## src/rtl/opcode_map_pkg.sv

```systemverilog
// Shared opcode enumeration and microcode start addresses for the decoder and the
// control-unit sequencer.
package opcode_map_pkg;

  localparam int unsigned OpcodeW = 4;
  localparam int unsigned UaddrW  = 5;

  typedef enum logic [OpcodeW-1:0] {
    OpRstall = 4'd0,
    OpConst  = 4'd1,
    OpMov    = 4'd2,
    OpSize   = 4'd3,
    OpSub    = 4'd4,
    OpJmpnz  = 4'd5,
    OpMov02  = 4'd6,
    OpAddx   = 4'd7,
    OpAddy   = 4'd8,
    OpMul    = 4'd9,
    OpAdd    = 4'd10,
    OpLoad   = 4'd11,
    OpMov13  = 4'd12,
    OpInci   = 4'd13,
    OpStore  = 4'd14,
    OpRsti   = 4'd15
  } opcode_e;

  localparam logic [UaddrW-1:0] AddrRstall = 5'd0;
  localparam logic [UaddrW-1:0] AddrConst  = 5'd1;
  localparam logic [UaddrW-1:0] AddrMov    = 5'd3;
  localparam logic [UaddrW-1:0] AddrSize   = 5'd5;
  localparam logic [UaddrW-1:0] AddrSub    = 5'd6;
  localparam logic [UaddrW-1:0] AddrJmpnz  = 5'd7;
  localparam logic [UaddrW-1:0] AddrMov02  = 5'd9;
  localparam logic [UaddrW-1:0] AddrAddx   = 5'd10;
  localparam logic [UaddrW-1:0] AddrAddy   = 5'd11;
  localparam logic [UaddrW-1:0] AddrMul    = 5'd12;
  localparam logic [UaddrW-1:0] AddrAdd    = 5'd13;
  localparam logic [UaddrW-1:0] AddrLoad   = 5'd14;
  localparam logic [UaddrW-1:0] AddrMov13  = 5'd16;
  localparam logic [UaddrW-1:0] AddrInci   = 5'd17;
  localparam logic [UaddrW-1:0] AddrStore  = 5'd18;
  localparam logic [UaddrW-1:0] AddrRsti   = 5'd20;

  typedef struct packed {
    logic              valid;
    logic [UaddrW-1:0] addr;
  } decode_t;

  // An unknown opcode (X/Z bits) matches no item and comes back invalid.
  function automatic decode_t opcode_addr(input opcode_e op);
    decode_t d;
    d.valid = 1'b1;
    d.addr  = AddrRstall;
    case (op)
      OpRstall: d.addr = AddrRstall;
      OpConst:  d.addr = AddrConst;
      OpMov:    d.addr = AddrMov;
      OpSize:   d.addr = AddrSize;
      OpSub:    d.addr = AddrSub;
      OpJmpnz:  d.addr = AddrJmpnz;
      OpMov02:  d.addr = AddrMov02;
      OpAddx:   d.addr = AddrAddx;
      OpAddy:   d.addr = AddrAddy;
      OpMul:    d.addr = AddrMul;
      OpAdd:    d.addr = AddrAdd;
      OpLoad:   d.addr = AddrLoad;
      OpMov13:  d.addr = AddrMov13;
      OpInci:   d.addr = AddrInci;
      OpStore:  d.addr = AddrStore;
      OpRsti:   d.addr = AddrRsti;
      default:  d.valid = 1'b0;
    endcase
    return d;
  endfunction

endpackage

```

## src/rtl/opcode_map_if.sv

```systemverilog
// Instruction-in / microcode-address-out bus of the opcode decoder.
interface opcode_map_if #(
  parameter int unsigned IR_W   = 8,
  parameter int unsigned ADDR_W = 5
);
  logic [IR_W-1:0]   ir;
  logic [ADDR_W-1:0] out;
  logic              illegal;

  modport master (
    output ir,
    input  out,
    input  illegal
  );

  modport slave (
    input  ir,
    output out,
    output illegal
  );
endinterface

```

## src/rtl/opcode_map.sv

```systemverilog
// Maps an instruction register to its microcode start address, one cycle later,
// flagging undefined encodings.
module opcode_map
  import opcode_map_pkg::*;
#(
  parameter int unsigned IR_W         = 8,
  parameter int unsigned ADDR_W       = 5,
  parameter int unsigned ILLEGAL_ADDR = 31
) (
  input logic         clk,
  input logic         rst,
  opcode_map_if.slave bus
);

  logic [IR_W-1:0]   w_ir;
  decode_t           w_dec;
  logic [ADDR_W-1:0] w_out;
  logic              w_illegal;
  logic [ADDR_W-1:0] r_out;
  logic              r_illegal;

  assign w_ir = bus.ir;

  // Low nibble must be exactly zero; X/Z bits fall through to the illegal default.
  always_comb begin
    w_dec     = opcode_addr(opcode_e'(w_ir[7:4]));
    w_out     = ADDR_W'(ILLEGAL_ADDR);
    w_illegal = 1'b1;
    case (w_ir[3:0])
      4'h0: begin
        if (w_dec.valid) begin
          w_out     = ADDR_W'(w_dec.addr);
          w_illegal = 1'b0;
        end
      end
      default: ;
    endcase
  end

  always_ff @(posedge clk) begin
    if (rst) begin
      r_out     <= ADDR_W'(AddrRstall);
      r_illegal <= 1'b0;
    end else begin
      r_out     <= w_out;
      r_illegal <= w_illegal;
    end
  end

  assign bus.out     = r_out;
  assign bus.illegal = r_illegal;

endmodule

```

## src/flat_wrapper.sv

```systemverilog
// flat-port wrapper written by rule: the top's interface ports become plain ports
module opcode_map_flat import opcode_map_pkg::*;
#(
  parameter int unsigned IR_W         = 8,
  parameter int unsigned ADDR_W       = 5,
  parameter int unsigned ILLEGAL_ADDR = 31
)
  (clk, rst, bus_ir, bus_out, bus_illegal);
  opcode_map_if #(.IR_W(IR_W), .ADDR_W(ADDR_W)) bus_i ();
  input logic clk;
  input logic rst;
  input wire logic [$bits(bus_i.ir)-1:0] bus_ir;
  output wire logic [$bits(bus_i.out)-1:0] bus_out;
  output wire logic [$bits(bus_i.illegal)-1:0] bus_illegal;
  assign bus_i.ir = bus_ir;
  assign bus_out = bus_i.out;
  assign bus_illegal = bus_i.illegal;
  opcode_map #(.IR_W(IR_W), .ADDR_W(ADDR_W), .ILLEGAL_ADDR(ILLEGAL_ADDR)) u_core (.clk(clk), .rst(rst), .bus(bus_i));
endmodule
```

## config.mk

```make
export PLATFORM = sky130hd
export DESIGN_NAME = opcode_map_flat
export DESIGN_NICKNAME = d
export VERILOG_FILES = /design/src/rtl/opcode_map_pkg.sv /design/src/rtl/opcode_map_if.sv /design/src/rtl/opcode_map.sv /design/src/flat_wrapper.sv
export SDC_FILE = /design/constraint.sdc
export NUM_CORES = 1
export LEC_CHECK = 0
export CAP_MARGIN = 20
export CORE_AREA = 3 3 40 42
export CTS_BUF_LIST = sky130_fd_sc_hd__clkbuf_2
export CTS_CLUSTER_SIZE = 30
export DETAILED_ROUTE_END_ITERATION = 10
export DIE_AREA = 0 0 43 45
export PLACE_DENSITY = 0.62
export SYNTH_ARGS = -nofsm -noshare
export SYNTH_HDL_FRONTEND = slang
export SYNTH_SLANG_ARGS = --single-unit
export TNS_END_PERCENT = 10
```

## constraint.sdc

```tcl
create_clock -name clk -period 2.4 [get_ports clk]
set_clock_uncertainty 0.15 [all_clocks]
set_input_delay 0.48 -clock clk [delete_from_list [all_inputs] [get_ports clk]]
set_output_delay 0.48 -clock clk [all_outputs]
set_load 0.01 [all_outputs]
```

==> run_results.csv <==
group,metric,value,unit
placed_design,gp_congestion,0.729,
floorplan,pin_count,16,
yosys,syn_inst,36,
power_and_ir_drop,power.switching,60.0,uW
yosys,yosys.area.top_type,"dfxtp_1",
min_path,hp-class,"input pin to flip-flop",
drt,wl,683,um
power_and_ir_drop,cellLeakagePower,0.232,nW
global_routing,grt_overflow,0,
clocking,htree_levels,1,
clocking,holdBufCountCts,0,
floorplan,core_area,1280,um^2
power_and_ir_drop,ir_drop,0.0950,mV
floorplan,rows,13,
placed_design,dp_hpwl,569,um
yosys,ys_types,18,
worst_setup_path,cp_data_arrival_time,1960,ps
power_and_ir_drop,swShare,25.3,%
placed_design,dp.cells,67,
clocking,clk_pin_slew,50,ps
power_and_ir_drop,power_density,434,nW/um^2
drt,firstDrtPassIters,2,
floorplan,die_w,43,um
power_and_ir_drop,combPwrFrac,26.8,%
drt,first_iter_violations,2,
outcome,outcome,"complete, no violations",
layout,drive_gt1_share,14.5,%
worst_setup_path,cp_data_required_time,2400,ps
layout,fill_cells,142,
worst_setup_path,path_class,"input pin to flip-flop",
drt,wl_per_cell,9.76,um
clocking,clk_path_buf_depth,2,
sta,final_max_slew_viol_count,0,
worst_setup_path,worstPathMaxFanout,3,
layout,syn_to_final_growth,55.0,%
floorplan,fp.dieH,45,um
global_routing,grt_pass1_vias,289,
sta,relSlewSlack,74.4,%
global_routing,track_usage,8.35,%
yosys,ys_warn_count,0,
floorplan,start_util,27.5,%
power_and_ir_drop,seqPwrFrac,45.3,%
clocking,cts_sinks,6,
job,max-cap-violations,0,
drt,ant_nets,0,
sta,fin_crit,1960,ps
global_routing,grt_pass1_wl,1170,um
sta,max_freq,509,MHz
drt,post-route-drc-count,0,
min_path,hp-start,"rst",
layout,seq_area,120,um^2
sta,setup_viol,0,
layout,nNetsFinal,72,
worst_setup_path,crit_path_top_delay_cell,"clkdlybuf4s50_1",
worst_setup_path,slowest_delay,480,ps
sta,tns,0,ps
yosys,ys_top_cells_by_area,"dfxtp_1 34%, ha_1 18%, mux4_2 6.4%, nor4_4 6.0%, a31oi_1 5.3%",
sta,hold_viol,0,
layout,antennaDiodeCount,0,
worst_setup_path,setup.worst_path.start_class,"input pin",
global_routing,antenna_found_initial,0,
power_and_ir_drop,power.total,237,uW
placed_design,placed_area,532,um^2
yosys,yosysSeqAreaShare,34.0,%
clocking,cts_tree,"yes",
layout,multi_input_area,213,um^2
clocking,cts_resized,0,
sta,rsz0062_at_grt,"false",
drt,vias,297,
worst_setup_path,crit_path_frequent_cell,"inv_1",
yosys,syn_avg_cell_area,9.80,um^2
layout,final_area,547,um^2
layout,final_cells,70,
global_routing,grt_max_degree,10,
worst_setup_path,cp-end-kind,"flip-flop",
sta,worst_pin_slew,381,ps
power_and_ir_drop,pwr-share-clk,27.9,%
yosys,synth_seq_cells,6,
yosys,syn-num-nets,51,
worst_setup_path,timing.critical_path.from,"bus_ir[4]",
sta,finalCritPeriodShare,81.8,%
yosys,syn_area,353,um^2
clocking,cts-root-buf,"clkbuf_2",
worst_setup_path,cp_cell_sequence,"clkdlybuf4s50_1 > inv_1 > ha_1 > inv_1 > mux4_2 > a21oi_2",
clocking,numCtsBuffers,3,
floorplan,dieArea,1940,um^2
placed_design,port_buffers,15,
clocking,postCtsSetupBuffers,0,
yosys,synth_top_area_share,34.0,%
power_and_ir_drop,internal_power,177,uW
drt,vias_per_cell,4.24,
[final timing paths]
kind                                 to  slack [ps]  cells past startpoint
worst max-delay path  u_core.bus.out[0]         440                      6
worst min-delay path  u_core.bus.out[0]         790                      2
[flip-flops by register name (all words and copies together), names as in the netlist]
| register | flops |
|---|---|
| u_core.bus.illegal | 1 |
| u_core.bus.out | 5 |
[synth_stat cells (all sizes together)]
cell / count
buf: 1
a211o: 1
a21oi: 3
ha: 5
nor4: 1
o21ai: 1
a31oi: 3
nor2: 3
or2: 1
and2: 1
mux4: 1
nor3b: 1
nand2b: 2
o21a: 1
inv: 4
dfxtp: 6
nand2: 1
[metrics by stage]
| step | utilization [%] | setup WS (ps) | hold slack, ps |
|---|---|---|---|
| floorplan | - | 772 | 392 |
| global placement | 41.4 | 241 | 1010 |
| detailed placement | 41.4 | 214 | 1010 |
| CTS | 42.6 | 438 | 776 |
| global route | 42.6 | 359 | 788 |
| finish | 42.6 | 436 | 791 |
[power by group through the flow]
stage,registers [mW],clock network [mW],logic (mW)
3_3_place_gp,0.109,0,0.0634
2_1_floorplan,0.113,0,0.0222
3_5_place_dp,0.110,0,0.0641
4_1_cts,0.107,0.0709,0.0644
5_1_grt,0.108,0.0784,0.0700
6_report,0.107,0.0662,0.0637
[cells by family (layout without fill, tap and decap cells)]
kind of cell	Yosys count	count (layout)	synth area share, %
flops	6	6	34.0
compound gates	9	9	16.7
buf+inv	5	24	5.67
simple gates	10	10	19.5
mux	1	1	6.38
fa+ha+maj	5	5	17.7
[metal layers]
| metal | wire length [um] | part of all wire, % | track usage (%) | vias up |
|---|---|---|---|---|
| met3 | 33 | 4.8 | 2.39 | 0 |
| met5 | 0 | 0 | 0 | - |
| met4 | 0 | 0 | 7.23 | 0 |
| met2 | 342 | 50 | 12.6 | 9 |
| li1 | - | - | - | 163 |
| met1 | 307 | 45 | 9.71 | 125 |
[critical path: cells and delay by family]
kind                     cells  cell delay [ps]
adder cells (fa/ha/maj)      1              300
multiplexers                 1              450
buffers and inverters        3              590
AO/OA/AOI/OAI                1              140
[final cells by class]
type | count | share of cell area [%]
multi-input cells | 25 | 38.9
inverters | 4 | 2.75
well taps | 15 | 3.43
flip-flops and latches | 6 | 22.0
clock buffers | 3 | 2.75
repair buffers | 17 | 30.2
[cell usage in the layout (no fill, tap or decap), types with 2 or more instances in the layout]
cell type / synthesis / final
clkdlybuf4s50_1: 0 / 15
a21oi_1: 2 / 2
buf_4: 0 / 2
nand2b_1: 2 / 2
clkbuf_2: 0 / 3
inv_1: 4 / 4
dfxtp_1: 6 / 6
ha_1: 5 / 5
nor2_1: 3 / 3
a31oi_1: 3 / 3
(Power assumes the default switching activity.)
